$ cat src/rtl/packet_router.sv
// Routes words from the show-ahead RX FIFO to one of NUM_DEST valid/ready sinks, selected by packet command.
// Optional discarded-word counter on o_drop_count when PACKET_ROUTER_DROP_CNT_EN is defined.
module packet_router #(
  parameter int DATA_WIDTH = 32,
  parameter int CMD_WIDTH  = 2,
  parameter int NUM_DEST   = 3,
  parameter int CNT_WIDTH  = 16,
  parameter int RESET_CMD  = 1
) (
  input  logic                  i_clock,
  input  logic                  i_reset,
  input  logic [CMD_WIDTH-1:0]  i_packet_command,
  input  logic                  i_packet_start_decode,
  input  logic                  i_packet_fully_decoded,
  output logic                  o_rx_fifo_rd_en,
  input  logic [DATA_WIDTH-1:0] i_rx_fifo_data,
  input  logic                  i_rx_fifo_empty,
  output logic [DATA_WIDTH-1:0] o_dest_data,
  output logic [NUM_DEST-1:0]   o_dest_valid,
  input  logic [NUM_DEST-1:0]   i_dest_ready,
  output logic [1:0]            o_route_state,
  output logic [CNT_WIDTH-1:0]  o_word_count,
  output logic                  o_packet_done,
  output logic [15:0]           o_drop_count
);

  typedef enum logic [1:0] {
    ST_SWITCH  = 2'd0,
    ST_ROUTE   = 2'd1,
    ST_DISCARD = 2'd2
  } state_t;

  localparam logic   RESET_MAPPED = (RESET_CMD >= 1) && (RESET_CMD <= NUM_DEST);
  localparam state_t RESET_STATE  = RESET_MAPPED ? ST_ROUTE : ST_DISCARD;
  localparam logic [CMD_WIDTH-1:0] RESET_ROUTE = CMD_WIDTH'(RESET_CMD);
  localparam logic [CNT_WIDTH-1:0] CNT_ONE     = CNT_WIDTH'(1);

  function automatic logic is_mapped(input logic [CMD_WIDTH-1:0] cmd);
    return (int'(cmd) >= 1) && (int'(cmd) <= NUM_DEST);
  endfunction

  function automatic logic [NUM_DEST-1:0] dest_onehot(input logic [CMD_WIDTH-1:0] cmd);
    logic [NUM_DEST-1:0] oh;
    oh = '0;
    for (int k = 0; k < NUM_DEST; k++)
      if (int'(cmd) == k + 1) oh[k] = 1'b1;
    return oh;
  endfunction

  state_t               state, state_nxt;
  logic [CMD_WIDTH-1:0] route, pend_cmd;
  logic                 pend, done_pend;
  logic                 held, accept, switch_go, pop;

  assign held      = |o_dest_valid;
  assign accept    = |(o_dest_valid & i_dest_ready);
  // A pending command takes effect only once the output register is free, so a held word never changes sink.
  assign switch_go = pend & (~held | accept) & (state != ST_SWITCH);

  always_comb begin
    state_nxt = state;
    pop       = 1'b0;
    case (state)
      ST_ROUTE: begin
        pop = ~i_rx_fifo_empty & (~held | accept) & ~pend;
        if (switch_go) state_nxt = ST_SWITCH;
      end
      ST_DISCARD: begin
        pop = ~i_rx_fifo_empty & ~pend;
        if (switch_go) state_nxt = ST_SWITCH;
      end
      ST_SWITCH: state_nxt = is_mapped(route) ? ST_ROUTE : ST_DISCARD;
      default:   state_nxt = RESET_STATE;
    endcase
  end

  assign o_rx_fifo_rd_en = pop & ~i_reset;
  assign o_route_state   = state;
  assign o_packet_done   = done_pend & i_rx_fifo_empty & ~held & ~pend;

  always_ff @(posedge i_clock or posedge i_reset) begin
    if (i_reset) begin
      state     <= RESET_STATE;
      route     <= RESET_ROUTE;
      pend      <= 1'b0;
      pend_cmd  <= '0;
      done_pend <= 1'b0;
    end else begin
      state <= state_nxt;
      if (switch_go) route <= pend_cmd;
      if (i_packet_start_decode) begin
        pend     <= 1'b1;
        pend_cmd <= i_packet_command;
      end else if (switch_go) begin
        pend <= 1'b0;
      end
      if (i_packet_fully_decoded)                      done_pend <= 1'b1;
      else if (i_packet_start_decode || o_packet_done) done_pend <= 1'b0;
    end
  end

  // Output register stage: one word held for the current sink until accepted.
  always_ff @(posedge i_clock or posedge i_reset) begin
    if (i_reset) begin
      o_dest_data  <= '0;
      o_dest_valid <= '0;
    end else if (pop && state == ST_ROUTE) begin
      o_dest_data  <= i_rx_fifo_data;
      o_dest_valid <= dest_onehot(route);
    end else if (accept) begin
      o_dest_valid <= '0;
    end
  end

  always_ff @(posedge i_clock or posedge i_reset) begin
    if (i_reset)                          o_word_count <= '0;
    else if (i_packet_start_decode)       o_word_count <= '0;
    else if (pop && !(&o_word_count))     o_word_count <= o_word_count + CNT_ONE;
  end

`ifdef PACKET_ROUTER_DROP_CNT_EN
  logic [15:0] drop_cnt;

  always_ff @(posedge i_clock or posedge i_reset) begin
    if (i_reset)                                          drop_cnt <= '0;
    else if (pop && state == ST_DISCARD && !(&drop_cnt))  drop_cnt <= drop_cnt + 16'd1;
  end

  assign o_drop_count = drop_cnt;
`else
  assign o_drop_count = 16'h0;
`endif

endmodule

$ cat config.mk
export PLATFORM = sky130hd
export DESIGN_NAME = packet_router
export DESIGN_NICKNAME = d
export VERILOG_FILES = /design/src/rtl/packet_router.sv
export SDC_FILE = /design/constraint.sdc
export NUM_CORES = 1
export LEC_CHECK = 0
export BUFFER_PORTS_ARGS = -buffer_cell sky130_fd_sc_hd__buf_2
export CAP_MARGIN = 15
export CORE_MARGIN = 3
export CORE_UTILIZATION = 52
export CTS_CLUSTER_DIAMETER = 150
export CTS_CLUSTER_SIZE = 8
export DETAILED_ROUTE_END_ITERATION = 7
export PLACE_DENSITY_LB_ADDON = 0.12
export RECOVER_POWER = 50
export SYNTH_ARGS = -nofsm -noshare
export SYNTH_HDL_FRONTEND = slang
export SYNTH_SLANG_ARGS = --single-unit
$ cat constraint.sdc
create_clock -name i_clock -period 7.75 [get_ports i_clock]
set_input_delay 1.55 -clock i_clock [delete_from_list [all_inputs] [get_ports i_clock]]
set_output_delay 1.55 -clock i_clock [all_outputs]
set_load 0.01 [all_outputs]
==> results.md <==
- Outcome: finished, violations left
- Failing checks: max-capacitance violations, max-slew violations
- TritonCTS Sinks: 59
- Initial core utilization: 0.544
- CP startpoint kind: input port
- Top Ports: 113
- Clock Skews: 0.00803 ns
- Distinct cell type count after synthesis: 45
- CTS resizes: 0
- #FFs+latches synth: 59
- Die H: 79.3 um
- Post-route cell area: 3430 um^2
- Chip Width: 79.3 um
- # rows: 26
- Min Hold Slack: 0.485 ns
- First-pass GRT wire length: 9420 um
- Crit path cell chain: buf_2, a222oi_1, a31o_2, nor2_1, buf_2
- Worst Path Required: 6.20 ns
- CTS Root Buffer Type: clkbuf_8
- CP Capture Type: primary output
- Critical path's slowest cell: a222oi_1
- Area Growth Syn to Fin: 22.7%
- GRT Overall Usage: 0.194
- Fin. Hold Viols: 0
- Worst path most repeated cell: buf_2
- CTS tree: yes
- Slack of the critical path: 3.14 ns
- Post-DP HPWL: 4220 um
- Max Transition Viols Final: 31
- Setup-failing EPs final: 0
- Core area: 5140 um^2
- DR pass1 iterations: 6
- Register area share after synthesis: 0.529
- Count of antenna-violating nets left after detailed routing: 0
- Period utilisation layout: 0.595
- PortBufs: 96
- HP Class: register to register
- Dpl cell area: 3260 um^2
- Largest net degree at the start of global routing: 39
- Max Cap Viol: 1
- YS warnings: 0
- Clk Latency, worst-skew pair: 0.33 ns
- Nets@finish: 376
- Final core utilization: 0.667
- CP Max Fanout: 8
- Syn Inst Count: 230
- Cell Count, Final, Fillers Out: 405
- Placed cells: 389
- Wirelength per Cell: 14.3 um
- Share of cells above drive strength 1: 0.328
- Syn Std Cell Area: 2800 um^2
- Cts-stage hold buffer count: 0
- Routability cong.: 0.763
- Vias in the first global route: 1993
- Total negative slack: 0 ns
- Peak Freq: 217 MHz
- Slew @ Worst Pin: 1.57 ns
- Crit path buffers/inverters: 2
- Syn Area/Cell: 12.2 um^2
- Final min period: 4.61 ns
- Longest Clk Path Bufs: 2
- Via count: 2012
- Peak supply drop: 0.000190 V
- DR vias/cell: 4.97
- Arrival time at the worst endpoint: 3.06 ns
- Initial antenna violation count: 0
- Drc violations: 0
- RSZ-0062 raised after global routing: no
- CTS clk-pin slew, worst paths: 0.06 ns
- Die Area: 6290 um^2
- Post CTS Setup Buffer Count: 0
- Setup WS pre-CTS: 3.16 ns
- Post-Route WL: 5790 um
- Critical path's largest stage delay: 0.82 ns
- Leakage: 1.65 nW
- Power Total: 1.17 mW
- Worst rel slew slack: -0.0471
- Drt first-iter violations: 89
- Top delay family on crit path: compound AO/OA/AOI/OAI gates
- Grt total ovfl: 0
- Critical path start-end classification: input port to primary output
- Inserted Clock Buffers: 9
- # diodes: 0
- P per Cell Area: 341 nW/um^2
- Htree depth: 3
## state kept, by name, indices dropped and copies added, names as in the netlist
signal         count
pend               1
o_dest_data       32
done_pend          1
route              2
o_word_count      16
pend_cmd           2
o_dest_valid       3
o_route_state      2
## worst paths after layout
path / slack (ns) / to / cells after the start / start
setup / recovery: 3.14 / o_rx_fifo_rd_en / 5 / i_dest_ready[0]
hold / removal: 0.49 / o_dest_data[27]$_DFFE_PP0P_ / 1 / o_dest_data[27]$_DFFE_PP0P_
setup reg to reg: 4.90 / o_dest_data[26]$_DFFE_PP0P_ / 6 / o_route_state[0]$_DFFE_PP1P_
hold reg to reg: 0.49 / o_dest_data[27]$_DFFE_PP0P_ / 1 / o_dest_data[27]$_DFFE_PP0P_
max in group asynchronous: 4.25 / o_word_count[6]$_DFFE_PP0P_ / 3 / i_reset
min in group asynchronous: 1.48 / o_word_count[10]$_DFFE_PP0P_ / 2 / i_reset
## power breakdown
part	internal [mW]	total, mW	leakage [nW]	switching (mW)
Combinational	0.191	0.393	0.797	0.202
Clock	0.180	0.298	0.103	0.118
Sequential	0.418	0.479	0.745	0.0618
## cell usage after synthesis
library cell,instances,area share
nor4_1,2,0.0045
nand2b_1,1,0.0022
and2_1,2,0.0045
dfstp_2,2,0.019
inv_1,5,0.0067
xnor2_1,4,0.013
o21ai_1,3,0.0054
dfrtp_1,57,0.51
a21oi_1,5,0.0090
or2_2,1,0.0022
or3_1,2,0.0045
buf_4,16,0.043
ha_1,4,0.018
a21o_1,1,0.0027
mux2i_1,1,0.0036
clkbuf_1,3,0.0040
nor3_1,4,0.0072
and4b_1,1,0.0036
mux2_1,19,0.077
nand4_1,3,0.0067
and3_1,1,0.0022
buf_2,1,0.0018
nor4b_1,1,0.0031
nor2_1,18,0.024
or4_1,4,0.011
mux2_4,14,0.075
a211oi_1,1,0.0027
o211ai_1,2,0.0054
o2111ai_1,2,0.0063
buf_6,3,0.012
xor2_1,6,0.019
nand3b_1,3,0.0081
a222oi_1,1,0.0036
o21ai_0,1,0.0018
or3b_2,1,0.0031
nand2_1,14,0.019
a31oi_2,1,0.0045
o31ai_1,2,0.0054
conb_1,1,0.0013
o21bai_1,1,0.0027
nor2b_1,2,0.0045
nand3_1,7,0.013
a31o_2,2,0.0063
and2_4,1,0.0031
mux2_2,4,0.016
## final cells by class
| class | instances | area, um^2 |
|---|---|---|
| Fill cell | 445 | 1710 |
| Tap cell | 70 | 87.6 |
| Inverter | 5 | 18.8 |
| Timing Repair Buffer | 97 | 452 |
| Clock buffer | 11 | 131 |
| Sequential cell | 59 | 1480 |
| Multi-Input combinational cell | 158 | 1180 |
| Clock inverter | 5 | 77.6 |
## layout by cell type, fill, tap and decap left out, types with 5 or more instances in the layout
cell type,n
conb_1,16
xor2_1,6
nand2_1,14
inv_1,5
nand3_1,7
clkbuf_1,29
a21oi_1,5
nor2_1,18
dfrtp_1,57
buf_2,70
mux2_4,14
clkbuf_8,9
mux2_1,19
## cell families after synthesis
| kind of cell | synth area share |
|---|---|
| flops | 0.529 |
| xor+xnor | 0.0313 |
| simple gates | 0.126 |
| fa+ha+maj | 0.0179 |
| buf+inv | 0.0676 |
| compound gates | 0.0555 |
| mux | 0.171 |
| other cells | 0.00134 |
## metal layers
layer	vias to the layer above	global-route usage	routed length, um
met5	-	0	0
met4	0	0.0928	108
li1	975	-	-
met3	10	0.0385	373
met1	952	0.249	2660
met2	75	0.315	2650
No activity file was read; power rests on OpenSTA's default activity.
